### config.mk
export PLATFORM = sky130hd
export DESIGN_NAME = shift_stream_stage
export DESIGN_NICKNAME = d
export VERILOG_FILES = /design/src/rtl/shift_stream_stage_pkg.sv /design/src/rtl/Barrel_Shifter.sv /design/src/rtl/stream_fifo.sv /design/src/rtl/shift_stream_stage.sv
export SDC_FILE = /design/constraint.sdc
export NUM_CORES = 1
export LEC_CHECK = 0
export ABC_AREA = 1
export BUFFER_PORTS_ARGS = -buffer_cell sky130_fd_sc_hd__buf_2
export CAP_MARGIN = 20
export CORE_ASPECT_RATIO = 0.75
export CORE_MARGIN = 2
export CORE_UTILIZATION = 35
export CTS_CLUSTER_DIAMETER = 120
export DETAILED_ROUTE_END_ITERATION = 12
export PLACE_DENSITY = 0.55
export SYNTH_ARGS = -nofsm -noshare
export SYNTH_HDL_FRONTEND = slang
export SYNTH_HIERARCHICAL = 1
export SYNTH_SLANG_ARGS = --single-unit
### constraint.sdc
create_clock -name clk -period 2.2 [get_ports clk]
set_input_delay 0.33 -clock clk [delete_from_list [all_inputs] [get_ports clk]]
set_output_delay 0.33 -clock clk [all_outputs]
set_load 0.005 [all_outputs]
### src/rtl/shift_stream_stage_pkg.sv
`default_nettype none
// +----------------------------------------------------------------------+
// | shift_stream_stage_pkg : shared constants and request type           |
// | Rev 1.0                                                              |
// +----------------------------------------------------------------------+
package shift_stream_stage_pkg;

  localparam int SHIFT_WIDTH = 8;
  localparam int SHIFT_AMT_W = 3;
  localparam int OVF_CNT_W   = 8;
  localparam logic [OVF_CNT_W-1:0] OVF_CNT_MAX = 8'd255;

  typedef struct packed {
    logic [SHIFT_WIDTH-1:0] data;
    logic [SHIFT_AMT_W-1:0] shft;
  } shift_req_t;

endpackage
`default_nettype wire

### src/rtl/Barrel_Shifter.sv
`default_nettype none
// +----------------------------------------------------------------------+
// | Barrel_Shifter : combinational 8-bit logical left shifter, zero fill |
// | Rev 1.0                                                              |
// +----------------------------------------------------------------------+
module Barrel_Shifter (
  input  logic [7:0] data_i,
  input  logic [2:0] shft_i,
  output logic [7:0] data_o
);

  logic [7:0] w_stage1;
  logic [7:0] w_stage2;

  assign w_stage1 = shft_i[0] ? {data_i[6:0],   1'b0}    : data_i;
  assign w_stage2 = shft_i[1] ? {w_stage1[5:0], 2'b00}   : w_stage1;
  assign data_o   = shft_i[2] ? {w_stage2[3:0], 4'b0000} : w_stage2;

endmodule
`default_nettype wire

### src/rtl/stream_fifo.sv
`default_nettype none
// +----------------------------------------------------------------------+
// | stream_fifo : DEPTH x WIDTH circular FIFO with level/full/empty      |
// | Rev 1.0                                                              |
// +----------------------------------------------------------------------+
module stream_fifo #(
  parameter int WIDTH = 11,
  parameter int DEPTH = 4
) (
  input  logic                   clk,
  input  logic                   rst,
  input  logic                   push_i,
  input  logic [WIDTH-1:0]       wdata_i,
  input  logic                   pop_i,
  output logic [WIDTH-1:0]       rdata_o,
  output logic [$clog2(DEPTH):0] level_o,
  output logic                   full_o,
  output logic                   empty_o
);

  localparam int PW = $clog2(DEPTH);
  localparam logic [PW-1:0] C_PTR_ONE  = PW'(1);
  localparam logic [PW:0]   C_LVL_ONE  = (PW+1)'(1);
  localparam logic [PW:0]   C_LVL_FULL = (PW+1)'(DEPTH);

  logic [WIDTH-1:0] mem_q [DEPTH];
  logic [PW-1:0]    wr_ptr_q, wr_ptr_d;
  logic [PW-1:0]    rd_ptr_q, rd_ptr_d;
  logic [PW:0]      level_q, level_d;
  logic             w_push;
  logic             w_pop;

  assign full_o  = (level_q == C_LVL_FULL);
  assign empty_o = (level_q == '0);
  // A full FIFO refuses pushes even when a pop frees a slot this cycle.
  assign w_push  = push_i && !full_o;
  assign w_pop   = pop_i && !empty_o;
  assign rdata_o = mem_q[rd_ptr_q];
  assign level_o = level_q;

  always_comb begin
    wr_ptr_d = wr_ptr_q;
    rd_ptr_d = rd_ptr_q;
    level_d  = level_q;
    if (w_push) wr_ptr_d = wr_ptr_q + C_PTR_ONE;
    if (w_pop)  rd_ptr_d = rd_ptr_q + C_PTR_ONE;
    if (w_push && !w_pop)      level_d = level_q + C_LVL_ONE;
    else if (w_pop && !w_push) level_d = level_q - C_LVL_ONE;
  end

  always_ff @(posedge clk or posedge rst) begin
    if (rst) begin
      wr_ptr_q <= '0;
      rd_ptr_q <= '0;
      level_q  <= '0;
    end else begin
      wr_ptr_q <= wr_ptr_d;
      rd_ptr_q <= rd_ptr_d;
      level_q  <= level_d;
    end
  end

  always_ff @(posedge clk) begin
    if (w_push) mem_q[wr_ptr_q] <= wdata_i;
  end

endmodule
`default_nettype wire

### src/rtl/shift_stream_stage.sv
`default_nettype none
// +----------------------------------------------------------------------+
// | shift_stream_stage : FIFO-buffered, output-registered shift stage    |
// | Rev 1.0                                                              |
// +----------------------------------------------------------------------+
module shift_stream_stage #(
  parameter int WIDTH = 8,
  parameter int SHW   = 3,
  parameter int DEPTH = 4
) (
  input  logic                   clk,
  input  logic                   rst,
  input  logic                   in_valid,
  output logic                   in_ready,
  input  logic [WIDTH-1:0]       in_data,
  input  logic [SHW-1:0]         in_shft,
  output logic                   out_valid,
  input  logic                   out_ready,
  output logic [WIDTH-1:0]       out_data,
  output logic                   out_ovf,
  output logic [$clog2(DEPTH):0] level,
  output logic [7:0]             ovf_count,
  input  logic                   ovf_clr
);

  import shift_stream_stage_pkg::*;

  localparam logic [SHIFT_WIDTH-1:0] C_ONES    = '1;
  localparam logic [OVF_CNT_W-1:0]   C_CNT_ONE = OVF_CNT_W'(1);

  shift_req_t             w_push_req;
  shift_req_t             w_head;
  logic                   w_fifo_full;
  logic                   w_fifo_empty;
  logic                   w_load;
  logic                   w_xfer;
  logic                   w_ovf_next;
  logic [SHIFT_WIDTH-1:0] w_shifted;

  logic                   out_valid_q, out_valid_d;
  logic [WIDTH-1:0]       out_data_q, out_data_d;
  logic                   out_ovf_q, out_ovf_d;
  logic [OVF_CNT_W-1:0]   ovf_count_q, ovf_count_d;

  assign w_push_req.data = in_data;
  assign w_push_req.shft = in_shft;

  stream_fifo #(
    .WIDTH ($bits(shift_req_t)),
    .DEPTH (DEPTH)
  ) u_fifo (
    .clk     (clk),
    .rst     (rst),
    .push_i  (in_valid),
    .wdata_i (w_push_req),
    .pop_i   (w_load),
    .rdata_o (w_head),
    .level_o (level),
    .full_o  (w_fifo_full),
    .empty_o (w_fifo_empty)
  );

  Barrel_Shifter u_shifter (
    .data_i (w_head.data),
    .shft_i (w_head.shft),
    .data_o (w_shifted)
  );

  // Mask selects the top shft bits of the head operand, i.e. those pushed out.
  assign w_ovf_next = |(w_head.data & ~(C_ONES >> w_head.shft));

  assign in_ready = !w_fifo_full;
  assign w_load   = !w_fifo_empty && (!out_valid_q || out_ready);
  assign w_xfer   = out_valid_q && out_ready;

  always_comb begin
    out_valid_d = out_valid_q;
    out_data_d  = out_data_q;
    out_ovf_d   = out_ovf_q;
    if (w_load) begin
      out_valid_d = 1'b1;
      out_data_d  = w_shifted;
      out_ovf_d   = w_ovf_next;
    end else if (w_xfer) begin
      out_valid_d = 1'b0;
    end
  end

  always_comb begin
    ovf_count_d = ovf_count_q;
    if (ovf_clr)
      ovf_count_d = '0;
    else if (w_xfer && out_ovf_q && (ovf_count_q != OVF_CNT_MAX))
      ovf_count_d = ovf_count_q + C_CNT_ONE;
  end

  always_ff @(posedge clk or posedge rst) begin
    if (rst) begin
      out_valid_q <= 1'b0;
      out_data_q  <= '0;
      out_ovf_q   <= 1'b0;
      ovf_count_q <= '0;
    end else begin
      out_valid_q <= out_valid_d;
      out_data_q  <= out_data_d;
      out_ovf_q   <= out_ovf_d;
      ovf_count_q <= ovf_count_d;
    end
  end

  assign out_valid = out_valid_q;
  assign out_data  = out_data_q;
  assign out_ovf   = out_ovf_q;
  assign ovf_count = ovf_count_q;

endmodule
`default_nettype wire

# [Word-level counts from Yosys, hierarchy flattened]
# Memories as Yosys holds them, arrays and structs flattened.
# Cells that the tools add are included.
[op_classes] n_addsub=5 shift=1 n_mux=11 n_eq_ne=2 bitwise=2 n_reduce_logical=19
[ops] op="8-bit 2-to-1 mux" n=5
[ops] op="8-bit by 1-bit adder with 8-bit output (second input constant)" n=1
[ops] op="8-bit AND" n=1
[ops] op="1-bit logical AND" n=8
[ops] op="8-bit inequality test (second input constant)" n=1
[ops] op="8-bit inverter" n=1
[ops] op="8-bit OR reduction" n=1
[ops] op="8-bit by 3-bit right shift with 8-bit output (first input constant)" n=1
[ops] op="3-bit 2-to-1 mux" n=2
[ops] op="2-bit nonzero test" n=3
[ops] op="1-bit zero test" n=5
[ops] op="2-bit by 1-bit adder with 2-bit output (second input constant)" n=2
[ops] op="1-bit 2-to-1 mux" n=4
[ops] op="3-bit by 1-bit adder with 3-bit output (second input constant)" n=1
[ops] op="3-bit equality test (second input constant)" n=1
[ops] op="3-bit zero test" n=1
[ops] op="3-bit by 1-bit subtractor with 3-bit output (second input constant)" n=1
[ops] op="1-bit logical OR" n=1
[totals] register_bits=25 word_cells=48 ram_bits=44 out_inout_bits=22 mem_count=1 inputBits=16
[mem_list] memory="u_fifo.mem_q" depth=4 word_bits=11 rd=1 rd_ports_with_merged_regs=0 write_ports=1 line="stream_fifo.sv:26" source="logic [WIDTH-1:0] mem_q [DEPTH];"

# [Logic depth before layout (Yosys ltp)]
# Gate-level depths: netlist of the first run.
[logic_depth] ltp_word=7 mapped_depth=14 ltp_nobuf=13

# [Modules after synthesis]
# The synthesis of the first run kept the hierarchy.
[by_module_without_submodules] mod="stream_fifo" area_per_inst_um2=2210.9 n_inst=1 cells_each=190 seq_area_each_um2=1496.4
[by_module_without_submodules] mod="shift_stream_stage" area_per_inst_um2=958.4 n_inst=1 cells_each=135 seq_area_each_um2=450.4
[by_module_without_submodules] mod="Barrel_Shifter" area_per_inst_um2=280.3 n_inst=1 cells_each=53 seq_area_each_um2=0.0

# [Worst setup path after synthesis of the first run]
# OpenSTA, ideal clock, no wires.
[synth_timing] path_type="register to register" start="reg u_fifo.level_q[0] (netlist: u_fifo/level_o[0])" end="reg u_fifo.level_q[1] (netlist: u_fifo/level_o[1])" path_buffers=1 setup_slack_ns=0.145 setup_time_ns=0.127 synth_period_minus_slack_ns=2.055 path_stages_with_launch=12 arrival_ns=1.929 required_ns=2.073 path_cell_list="dfrtp_1 > inv_1 > nand3_1 > inv_1 > a21oi_1 > buf_2 > nand2_1 > ha_1 > inv_1 > fa_1 > nand2_1 > o21ai_0"
[synth_between] elab_chain_cells=7 word_cells_on_any_way=16 classes_between="add/sub: 2; eq/ne: 1; mux: 2; reduce/logical: 11"
[synth_lines] item="start: declaration" line="stream_fifo.sv:29" source="logic [PW:0] level_q, level_d;"
[synth_lines] item="start signal: assignment" line="stream_fifo.sv:59" source="level_q <= level_d;"
[synth_lines] item="3-bit zero test *" line="stream_fifo.sv:34" source="assign empty_o = (level_q == '0);"
[synth_lines] item="named net w_fifo_empty" line="shift_stream_stage.sv:34" source="logic w_fifo_empty;"
[synth_lines] item="1-bit zero test *" line="stream_fifo.sv:37, shift_stream_stage.sv:73"
[synth_lines] item="1-bit logical AND" line="shift_stream_stage.sv:73" source="assign w_load = !w_fifo_empty && (!out_valid_q || out_ready);"
[synth_lines] item="1-bit logical AND *" line="stream_fifo.sv:37" source="assign w_pop = pop_i && !empty_o;"
[synth_lines] item="1-bit zero test *" line="stream_fifo.sv:47" source="if (w_push && !w_pop) level_d = level_q + C_LVL_ONE;"
[synth_lines] item="1-bit logical AND *" line="stream_fifo.sv:47"
[synth_lines] item="3-bit 2-to-1 mux *" line="stream_fifo.sv:47"
[synth_lines] item="named net u_fifo.level_d[1]" line="stream_fifo.sv:29"
# Mark *: on every way through the listed nets, which the timed path passes. The rest lies on a longest branch. The select of a mux whose other input is x is not followed.
# A chain may end at the register's enable or synchronous reset.

# [Worst setup path in the final report of the first run]
[layout_timing] start="reg u_fifo.level_q[1] (netlist: u_fifo/level_o[1])" end="reg u_fifo.level_q[2] (netlist: u_fifo/level_o[2])"
[layout_between] elab_chain_cells=7 word_cells_on_any_way=16 classes_between="add/sub: 2; eq/ne: 1; mux: 2; reduce/logical: 11"
[layout_lines] item="3-bit zero test *" line="stream_fifo.sv:34"
[layout_lines] item="named net w_fifo_empty" line="shift_stream_stage.sv:34"
[layout_lines] item="1-bit zero test *" line="stream_fifo.sv:37, shift_stream_stage.sv:73"
[layout_lines] item="1-bit logical AND" line="shift_stream_stage.sv:73"
[layout_lines] item="1-bit logical AND *" line="stream_fifo.sv:37"
[layout_lines] item="1-bit zero test" line="stream_fifo.sv:47"
[layout_lines] item="1-bit logical AND" line="stream_fifo.sv:47"
[layout_lines] item="3-bit 2-to-1 mux or 2-bit nonzero test (tied branches)"
# Marks and branches as above.

==> impl_metrics.py, run 1 <==
metrics = {
    "power_and_ir_drop": {
        "powerDensity_nw_per_um2": 1420,
        "vdd_drop_max_mv": 0.612,
        "total_leakage_power_nw": 1.96,
    },
    "timing": {
        "rsz0062_at_grt": "false",
        "final.setup.tns_ns": 0,
        "slew-limit-headroom_pct": 52.3,
        "finClkSkew_ns": 0.00694,
        "setup_viol": 0,
        "fmax_mhz": 510,
        "tightestPinTransition_ns": 0.715,
        "min_period_ns": 1.96,
        "finalMaxSlewViolations": 0,
        "report.final.hold_viol_count": 0,
        "post-route-period-util_pct": 89.1,
    },
    "yosys": {
        "synth_cell_types": 28,
        "synth_compound_area_share_pct": 6.89,
        "synthesis.nets": 401,
        "ys_ff_latch": 69,
        "synth_xor_area_share_pct": 0.254,
        "synth_fa_ha_area_share_pct": 2.76,
        "yosys_warnings": 6,
        "syn_inst": 378,
        "yosysSeqAreaShare_pct": 56.4,
        "avgSynthCellArea_sq_um": 9.13,
        "synth_top_family_by_area": "simple AND/OR/NAND/NOR gates",
        "yosys.area_share.simple_pct": 24.0,
        "muxShareOfSynthArea_pct": 0,
        "synth_area_sq_um": 3450,
    },
    "global_routing": {
        "grt_pass1_vias": 2432,
        "grt_pass1_wl_mm": 11.8,
        "grt_overflow": 0,
        "grt_usage_pct": 14.3,
        "antenna_found_initial": 0,
        "grt_max_degree": 26,
    },
    "clock_tree": {
        "clock_latency_ns": 0.33,
        "clkTransAtPathRegs_ns": 0.06,
        "cts.sinks": 69,
        "cts_tree": "done",
        "cts_resized": 0,
        "cts-buffers-inserted": 9,
        "cts_htree_levels": 3,
        "cts_buffer_depth": 2,
        "post_cts_buffers": 0,
        "cts-root-buf": "clkbuf_16",
    },
    "place": {
        "place.gp.congestion": 0.817,
        "port_buffers": 37,
        "placed_cells": 547,
        "dp_hpwl_mm": 4.84,
    },
    "finish": {
        "nFillCells": 967,
        "n_antenna_cell": 0,
        "synthToLayoutAreaGrowth_pct": 19.3,
        "nets": 450,
        "fin_cells": 564,
        "drive_gt1_share_pct": 18.5,
    },
    "critical_path": {
        "arrival_ns": 2.18,
        "path_max_fanout": 5,
        "cp-end-kind": "flop",
        "crit_type": "flop to flop",
        "critPathRequiredTime_ns": 2.42,
        "crit_path_start_kind": "flop",
    },
    "detailed_routing": {
        "wl_per_cell_um": 12.2,
        "drt-total-wl_mm": 6.89,
        "drcViolationCount": 0,
        "initialDrtViolationCount": 125,
        "viasPerCell": 4.51,
        "dr.pass1.iters": 4,
        "vias": 2543,
        "antenna_left": 0,
    },
    "floorplanning": {
        "fp.dieW_um": 119,
        "rows": 31,
        "ios": 38,
        "initial_core_util_pct": 35.9,
        "die_y_um": 90.0,
        "core_area_sq_um": 9620,
        "dieArea_sq_um": 10700,
    },
    "job": {
        "cap_violations": 0,
    },
    "worst_hold_path": {
        "holdCritPathClass": "primary input to flop",
    },
    "status": {
        "status": "complete, no violations",
    },
}
-- critical path, cell delays in order, from the launching register on --
cell and delay (ns):
dfrtp_1 0.41, inv_1 0.10, nand3_1 0.16, inv_1 0.11, a21oi_1 0.05, nand2_1 0.09, ha_1 0.16, inv_1 0.07
fa_1 0.38, nand2_1 0.12, nand3_1 0.09, nand2_1 0.06, nand2_1 0.05
-- final timing paths --
path	cells past startpoint	slack [ns]	end	start
setup / recovery	12	0.24	u_fifo/level_o[2]	u_fifo/level_o[1]
hold / removal	1	0.22	u_fifo/mem_q[0][6]	in_data[3]
setup reg to reg	12	0.24	u_fifo/level_o[2]	u_fifo/level_o[1]
hold reg to reg	2	0.46	out_data[7]	out_data[7]
max in group asynchronous	3	1.07	out_data[3]	rst
min in group asynchronous	3	0.49	u_fifo/rd_ptr_q[1]	rst
-- metal layers --
layer | wire length [um] | GRT usage [%] | share of wire (%) | vias up
li1 | - | - | - | 1323
met1 | 3460 | 19.9 | 50 | 1172
met2 | 3060 | 20.8 | 44 | 41
met3 | 286 | 4.57 | 4.2 | 7
met4 | 90 | 5.26 | 1.3 | 0
met5 | 0 | 0 | 0 | -
-- cells in the mapped netlist, drive strengths merged --
cell	count	area share [%]
nand2	133	15
inv	62	7.0
edfxtp	44	38
nand3	33	5.2
dfrtp	25	18
o211ai	22	4.8
nor2	20	2.4
buf	10	2.4
o21ai	7	1.0
a21oi	6	0.87
ha	6	2.2
nand4	4	0.73
a21boi	1	0.22
clkinv	1	0.14
fa	1	0.58
nor3	1	0.14
nor3b	1	0.22
xnor2	1	0.25
-- power breakdown --
part,leakage [nW],internal (W),switching [W]
logic,1.08,0.000862,0.00160
registers,0.721,0.00172,0.000149
clock network,0.153,0.000985,0.000531
-- final cells by class --
cell class | count | area (sq um) | area share, %
Sequential cell | 69 | 1950 | 47.3
Clock inverter | 7 | 88.8 | 2.16
Inverter | 63 | 248 | 6.02
Multi-Input combinational cell | 236 | 1170 | 28.5
Tap cell | 132 | 165 | 4.01
Clock buffer | 9 | 225 | 5.47
Timing Repair Buffer | 48 | 270 | 6.57
-- logic make-up (layout without fill, tap and decap cells) --
group,after synthesis,after routing
simple gates,192,192
buf+inv,73,127
flops,69,69
compound gates,36,36
fa+ha+maj,7,7
xor+xnor,1,1
-- sequential cells by signal, summed over array words and instances (netlist names) --
signal,flops
out_data,8
u_fifo/level_o,3
ovf_count,8
out_valid,1
u_fifo/wr_ptr_q,2
out_ovf,1
u_fifo/mem_q,44
u_fifo/rd_ptr_q,2
-- repair_timing --
action,4_1_cts,5_1_grt
hold endpoints to repair,7,0
hold buffers,1,0
setup endpoints to repair,0,0
-- stage by stage --
stage / hold WS [ns] / total power, W / cell area [sq um] / worst slack [ns] / util [%]
floorplan: 0.133 / 0.00378 / 3450 / 0.145 / -
global placement: 0.297 / 0.00432 / 3790 / 0.314 / 39.4
detailed placement: 0.299 / 0.00436 / 3790 / 0.270 / 39.4
CTS: 0.208 / 0.00590 / 4120 / 0.262 / 42.8
global route: 0.211 / 0.00636 / 4120 / 0.0000737 / 42.8
finish: 0.218 / 0.00585 / 4120 / 0.240 / 42.8
-- cell usage in the layout (no fill, tap or decap), types with 3 or more instances in the layout --
cell / count
buf_4: 10
nand2_2: 9
clkinv_1: 3
o21ai_0: 4
buf_2: 37
ha_1: 6
nor2_1: 17
nand4_1: 4
nand3_1: 30
nand2_1: 123
o211ai_1: 22
edfxtp_1: 44
clkbuf_16: 9
a21oi_1: 6
o21ai_1: 3
dfrtp_1: 25
nor2_2: 3
nand3_2: 3
inv_1: 59
Note: power is estimated with default switching activity, not from simulation.
==> run 2: changes to the inputs <==
--- a/config.mk
+++ b/config.mk
@@ -14,6 +14,7 @@
 export CTS_CLUSTER_DIAMETER = 120
 export DETAILED_ROUTE_END_ITERATION = 12
 export PLACE_DENSITY = 0.55
+export REMOVE_ABC_BUFFERS = 1
 export SYNTH_ARGS = -nofsm -noshare
 export SYNTH_HDL_FRONTEND = slang
 export SYNTH_HIERARCHICAL = 1
==> run 2 against run 1 <==
Critical path depth decreased by 2; clock skew decreased by 0.0015 ns; hold slack got worse by 0.0083 ns; die area unchanged; highest routed layer unchanged.
==> impl_metrics.py, run 2 (synthesis results as in run 1) <==
metrics = {
    "detailed_routing": {
        "antenna_left": 0,
        "vias": 2582,
        "dr.pass1.iters": 4,
        "drcViolationCount": 0,
        "wl_per_cell_um": 12.2,
        "drt-total-wl_mm": 6.93,
        "initialDrtViolationCount": 134,
        "viasPerCell": 4.56,
    },
    "power_and_ir_drop": {
        "seq_power_share_pct": 33.5,
        "internal_power_w": 0.00334,
        "total_leakage_power_nw": 1.94,
        "switchingPower_w": 0.00227,
        "vdd_drop_max_mv": 0.439,
        "pwr-share-clk_pct": 22.2,
        "powerDensity_nw_per_um2": 1380,
        "combPwrFrac_pct": 44.3,
        "switching_share_pct": 40.4,
    },
    "floorplanning": {
        "fp.dieW_um": 119,
        "initial_core_util_pct": 35.9,
        "die_y_um": 90.0,
        "core_area_sq_um": 9620,
        "rows": 31,
        "dieArea_sq_um": 10700,
        "ios": 38,
    },
    "global_routing": {
        "grt_pass1_vias": 2466,
        "grt_usage_pct": 14.5,
        "grt_overflow": 0,
        "grt_pass1_wl_mm": 12.1,
        "grt_max_degree": 21,
        "antenna_found_initial": 0,
    },
    "worst_hold_path": {
        "holdCritPathClass": "primary input to flop",
    },
    "clock_tree": {
        "clock_latency_ns": 0.33,
        "clkTransAtPathRegs_ns": 0.05,
        "cts_htree_levels": 3,
        "cts-buffers-inserted": 9,
        "cts_buffer_depth": 2,
        "cts.sinks": 69,
        "post_cts_buffers": 0,
        "cts_tree": "done",
        "cts-root-buf": "clkbuf_16",
    },
    "place": {
        "dp_hpwl_mm": 5.08,
        "place.gp.congestion": 0.833,
        "port_buffers": 37,
        "placement.setup.worst_slack_ns": 0.232,
        "place_area_sq_um": 3810,
        "placed_cells": 549,
    },
    "critical_path": {
        "cp-end-kind": "flop",
        "crit_path_start_kind": "flop",
        "crit_type": "flop to flop",
        "path_buf_inv": 3,
        "cpMostUsedCell": "inv_1",
        "slowest_delay_ns": 0.44,
        "critPathTopFamily": "adder cells",
        "arrival_ns": 2.20,
        "path_max_fanout": 5,
        "worstPathCellList": "inv_1 -> nand3_1 -> inv_1 -> a21oi_1 -> nand2_1 -> ha_1 -> inv_1 -> fa_1 -> nand2_1 -> o21ai_0",
        "slowest_stage": "dfrtp_1",
        "critPathRequiredTime_ns": 2.41,
    },
    "timing": {
        "post-route-period-util_pct": 90.7,
        "finalMaxSlewViolations": 0,
        "setup_viol": 0,
        "min_period_ns": 1.99,
        "fin_ws_ns": 0.205,
        "slew-limit-headroom_pct": 53.8,
        "report.final.hold_viol_count": 0,
        "finClkSkew_ns": 0.00545,
        "fmax_mhz": 501,
        "tightestPinTransition_ns": 0.693,
        "rsz0062_at_grt": "false",
    },
    "finish": {
        "nFillCells": 990,
        "post-route-cell-area_sq_um": 4070,
        "layout.area.seq_sq_um": 1950,
        "fin_cells": 566,
        "nets": 452,
        "n_antenna_cell": 0,
        "largest_reg_flops": 44,
        "top_register": "u_fifo/mem_q",
        "synthToLayoutAreaGrowth_pct": 18.1,
        "multiInputGateArea_sq_um": 1170,
        "drive_gt1_share_pct": 18.7,
        "final_common_cell": "nand2_1",
        "final_cell_mix": "nand2_1 (123), inv_1 (59), edfxtp_1 (44)",
    },
    "status": {
        "status": "complete, no violations",
    },
    "job": {
        "cap_violations": 0,
    },
}
==> run 2: area by class of cell <==
type                            instances  share of cell area (%)
Timing Repair Buffer                   50                    7.00
Clock inverter                          7                   0.799
Multi-Input combinational cell        236                    28.7
Sequential cell                        69                    47.8
Clock buffer                            9                    5.53
Tap cell                              132                    4.05
Inverter                               63                    6.08
==> run 2: per-stage QoR <==
stage / total power [W] / setup TNS, ns / util [%] / hold WS (ns)
after global placement: 0.00436 / 0 / 39.6 / 0.302
final: 0.00561 / 0 / 42.4 / 0.209
after detailed placement: 0.00440 / 0 / 39.6 / 0.312
after floorplan: 0.00361 / -0.102 / - / 0.133
after global routing: 0.00615 / 0 / 42.4 / 0.195
after CTS: 0.00568 / 0 / 42.4 / 0.194
==> run 2: worst paths after layout <==
path / from / endpoint / slack, ns / cells past startpoint
min in group asynchronous: rst / u_fifo/level_o[2] / 0.51 / 3
setup reg to reg: u_fifo/level_o[0] / u_fifo/level_o[1] / 0.21 / 10
hold reg to reg: out_data[7] / out_data[7] / 0.47 / 2
max in group asynchronous: rst / out_data[2] / 1.10 / 3
setup / recovery: u_fifo/level_o[0] / u_fifo/level_o[1] / 0.21 / 10
hold / removal: in_data[6] / u_fifo/mem_q[0][9] / 0.21 / 1
==> run 2: repair_timing <==
action	CTS	global route
endpoints found under the hold margin	7	0
gates resized for setup	0	0
hold buffers	1	0
==> run 2: per-layer routing <==
metal / global-route usage [%] / part of all wire (%) / routed length (um)
met3: 5.08 / 4.7 / 327
met4: 5.95 / 2.3 / 158
met2: 21.6 / 41 / 2850
met1: 19.4 / 52 / 3600
met5: 0 / 0 / 0
==> run 2: power by group through the flow <==
stage | clock network [W] | registers [W] | logic [W]
3_5_place_dp | 0 | 0.00190 | 0.00249
2_1_floorplan | 0 | 0.00190 | 0.00171
3_3_place_gp | 0 | 0.00189 | 0.00247
4_1_cts | 0.00129 | 0.00188 | 0.00251
5_1_grt | 0.00134 | 0.00192 | 0.00289
6_report | 0.00125 | 0.00188 | 0.00248
==> run 3: changes to the inputs <==
--- a/config.mk
+++ b/config.mk
@@ -6,7 +6,7 @@
 export NUM_CORES = 1
 export LEC_CHECK = 0
 export ABC_AREA = 1
-export BUFFER_PORTS_ARGS = -buffer_cell sky130_fd_sc_hd__buf_2
+export BUFFER_PORTS_ARGS = -buffer_cell sky130_fd_sc_hd__clkbuf_2
 export CAP_MARGIN = 20
 export CORE_ASPECT_RATIO = 0.75
 export CORE_MARGIN = 2
==> run 3 against run 2 <==
Flip-flop and latch count did not move; via count rose by 0.43%; total power rose by 2.6%; critical path depth unchanged; sequential share of layout area down 0.23 points; wire length increased by 1.1%; register-to-register slack worse by 0.03 ns; hold slack better by 0.0076 ns; combinational power is essentially flat; non-clock buffer count is the same; sequential power about the same.
==> impl_metrics.py, run 3 (synthesis results as in run 1) <==
metrics = {
    "worst_hold_path": {
        "holdCritPathClass": "primary input to flop",
        "min_from": "in_shft[2]",
    },
    "floorplanning": {
        "fp.dieW_um": 119,
        "core_area_sq_um": 9620,
        "dieArea_sq_um": 10700,
        "ios": 38,
        "rows": 31,
        "die_y_um": 90.0,
        "initial_core_util_pct": 35.9,
    },
    "critical_path": {
        "cp-end-kind": "flop",
        "reg2reg_from": "u_fifo/level_o[0]",
        "path_max_fanout": 5,
        "startpoint": "u_fifo/level_o[0]",
        "crit_path_start_kind": "flop",
        "crit_type": "flop to flop",
        "ff2ff_setup_slack_ns": 0.17,
        "critPathRequiredTime_ns": 2.41,
        "arrival_ns": 2.24,
        "path_buf_inv": 3,
        "critPathTopFamily": "adder cells",
        "worstPathCellList": "inv_1 -> nand3_1 -> inv_1 -> a21oi_1 -> nand2_1 -> ha_1 -> inv_1 -> fa_1 -> nand2_1 -> o21ai_0",
        "cpMostUsedCell": "inv_1",
        "slowest_delay_ns": 0.44,
        "slowest_stage": "dfrtp_1",
    },
    "status": {
        "status": "complete, no violations",
    },
    "power_and_ir_drop": {
        "pwr-share-clk_pct": 23.7,
        "internal_power_w": 0.00348,
        "total_leakage_power_nw": 1.94,
        "seq_power_share_pct": 32.7,
        "combPwrFrac_pct": 43.7,
        "vdd_drop_max_mv": 0.523,
        "power_w": 0.00576,
        "powerDensity_nw_per_um2": 1410,
        "switchingPower_w": 0.00228,
        "switching_share_pct": 39.5,
    },
    "clock_tree": {
        "cts.sinks": 69,
        "cts_resized": 0,
        "cts_buffer_depth": 2,
        "clkTransAtPathRegs_ns": 0.05,
        "clock_latency_ns": 0.33,
        "cts_hold_buffers": 1,
        "cts-root-buf": "clkbuf_16",
        "cts_htree_levels": 3,
        "cts-buffers-inserted": 9,
        "cts_tree": "done",
        "post_cts_buffers": 0,
    },
    "timing": {
        "report.final.hold_viol_count": 0,
        "final.setup.tns_ns": 0,
        "finClkSkew_ns": 0.00145,
        "fmax_mhz": 493,
        "finalMaxSlewViolations": 0,
        "setup_viol": 0,
        "whs_ns": 0.217,
        "min_period_ns": 2.03,
        "post-route-period-util_pct": 92.2,
        "tightestPinTransition_ns": 0.691,
        "slew-limit-headroom_pct": 53.9,
        "rsz0062_at_grt": "false",
    },
    "place": {
        "dp_hpwl_mm": 5.02,
        "port_buffers": 37,
        "place_area_sq_um": 3810,
        "place.gp.congestion": 0.848,
    },
    "global_routing": {
        "grt_usage_pct": 14.3,
        "grt_max_degree": 21,
        "grt_pass1_vias": 2418,
        "antenna_found_initial": 0,
        "grt_pass1_wl_mm": 11.9,
        "grt_overflow": 0,
    },
    "detailed_routing": {
        "antenna_left": 0,
        "viasPerCell": 4.58,
        "wl_per_cell_um": 12.4,
        "vias": 2593,
        "drcViolationCount": 0,
        "drt-total-wl_mm": 7.01,
        "initialDrtViolationCount": 199,
        "dr.pass1.iters": 4,
    },
    "finish": {
        "top_register": "u_fifo/mem_q",
        "largest_reg_flops": 44,
        "synthToLayoutAreaGrowth_pct": 18.7,
        "n_antenna_cell": 0,
        "drive_gt1_share_pct": 18.2,
        "nets": 452,
        "nFillCells": 986,
        "final_common_cell": "nand2_1",
        "post-route-cell-area_sq_um": 4090,
        "final_cell_mix": "nand2_1 (123), inv_1 (59), edfxtp_1 (44)",
    },
    "job": {
        "cap_violations": 0,
    },
}
-- run 3: changes by cell type in the layout (fill, tap and decap cells not counted) --
cell / before / now
buf_2: 37 / 0
clkbuf_1: 0 / 5
clkinv_1: 4 / 1
clkinvlp_4: 1 / 0
clkinv_2: 3 / 1
clkbuf_2: 0 / 37
bufinv_16: 0 / 1
-- run 3: metal layers --
metal  GRT usage, %  vias to the layer above  share of wire, %
met5              0                        -                 0
met1           19.8                     1198                52
li1               -                     1329                 -
met4           5.65                        0               1.9
met2           20.6                       52                42
met3           4.82                       14               4.5
-- run 3: cell type report --
type | count | area (sq um) | area share [%]
sequential | 69 | 1950 | 47.6
multi-input combinational | 236 | 1170 | 28.6
timing repair buffer | 50 | 285 | 6.97
inverter | 63 | 248 | 6.05
clock buffer | 14 | 244 | 5.96
tap | 132 | 165 | 4.03
clock inverter | 2 | 33.8 | 0.825
-- run 3: power groups by stage --
stage / clock (W) / sequential (W) / combinational [W]
5_1_grt: 0.00145 / 0.00192 / 0.00290
2_1_floorplan: 0 / 0.00190 / 0.00171
4_1_cts: 0.00140 / 0.00188 / 0.00251
3_3_place_gp: 0 / 0.00190 / 0.00246
6_report: 0.00136 / 0.00188 / 0.00251
3_5_place_dp: 0 / 0.00191 / 0.00249
-- run 3: worst paths after layout --
check                                endpoint  depth (start not counted)
setup / recovery            u_fifo/level_o[1]                         10
hold / removal             u_fifo/mem_q[0][2]                          1
setup reg to reg            u_fifo/level_o[1]                         10
hold reg to reg                   out_data[1]                          2
max in group asynchronous         out_data[2]                          3
min in group asynchronous  u_fifo/rd_ptr_q[1]                          3
-- run 3: per-stage QoR --
step	std cells	setup slack, ns	utilization [%]
final	566	0.171	42.6
after global routing	566	0.0348	42.6
after CTS	566	0.172	42.6
after detailed placement	549	0.212	39.6
after global placement	549	0.286	39.6
after floorplan	368	-0.102	-
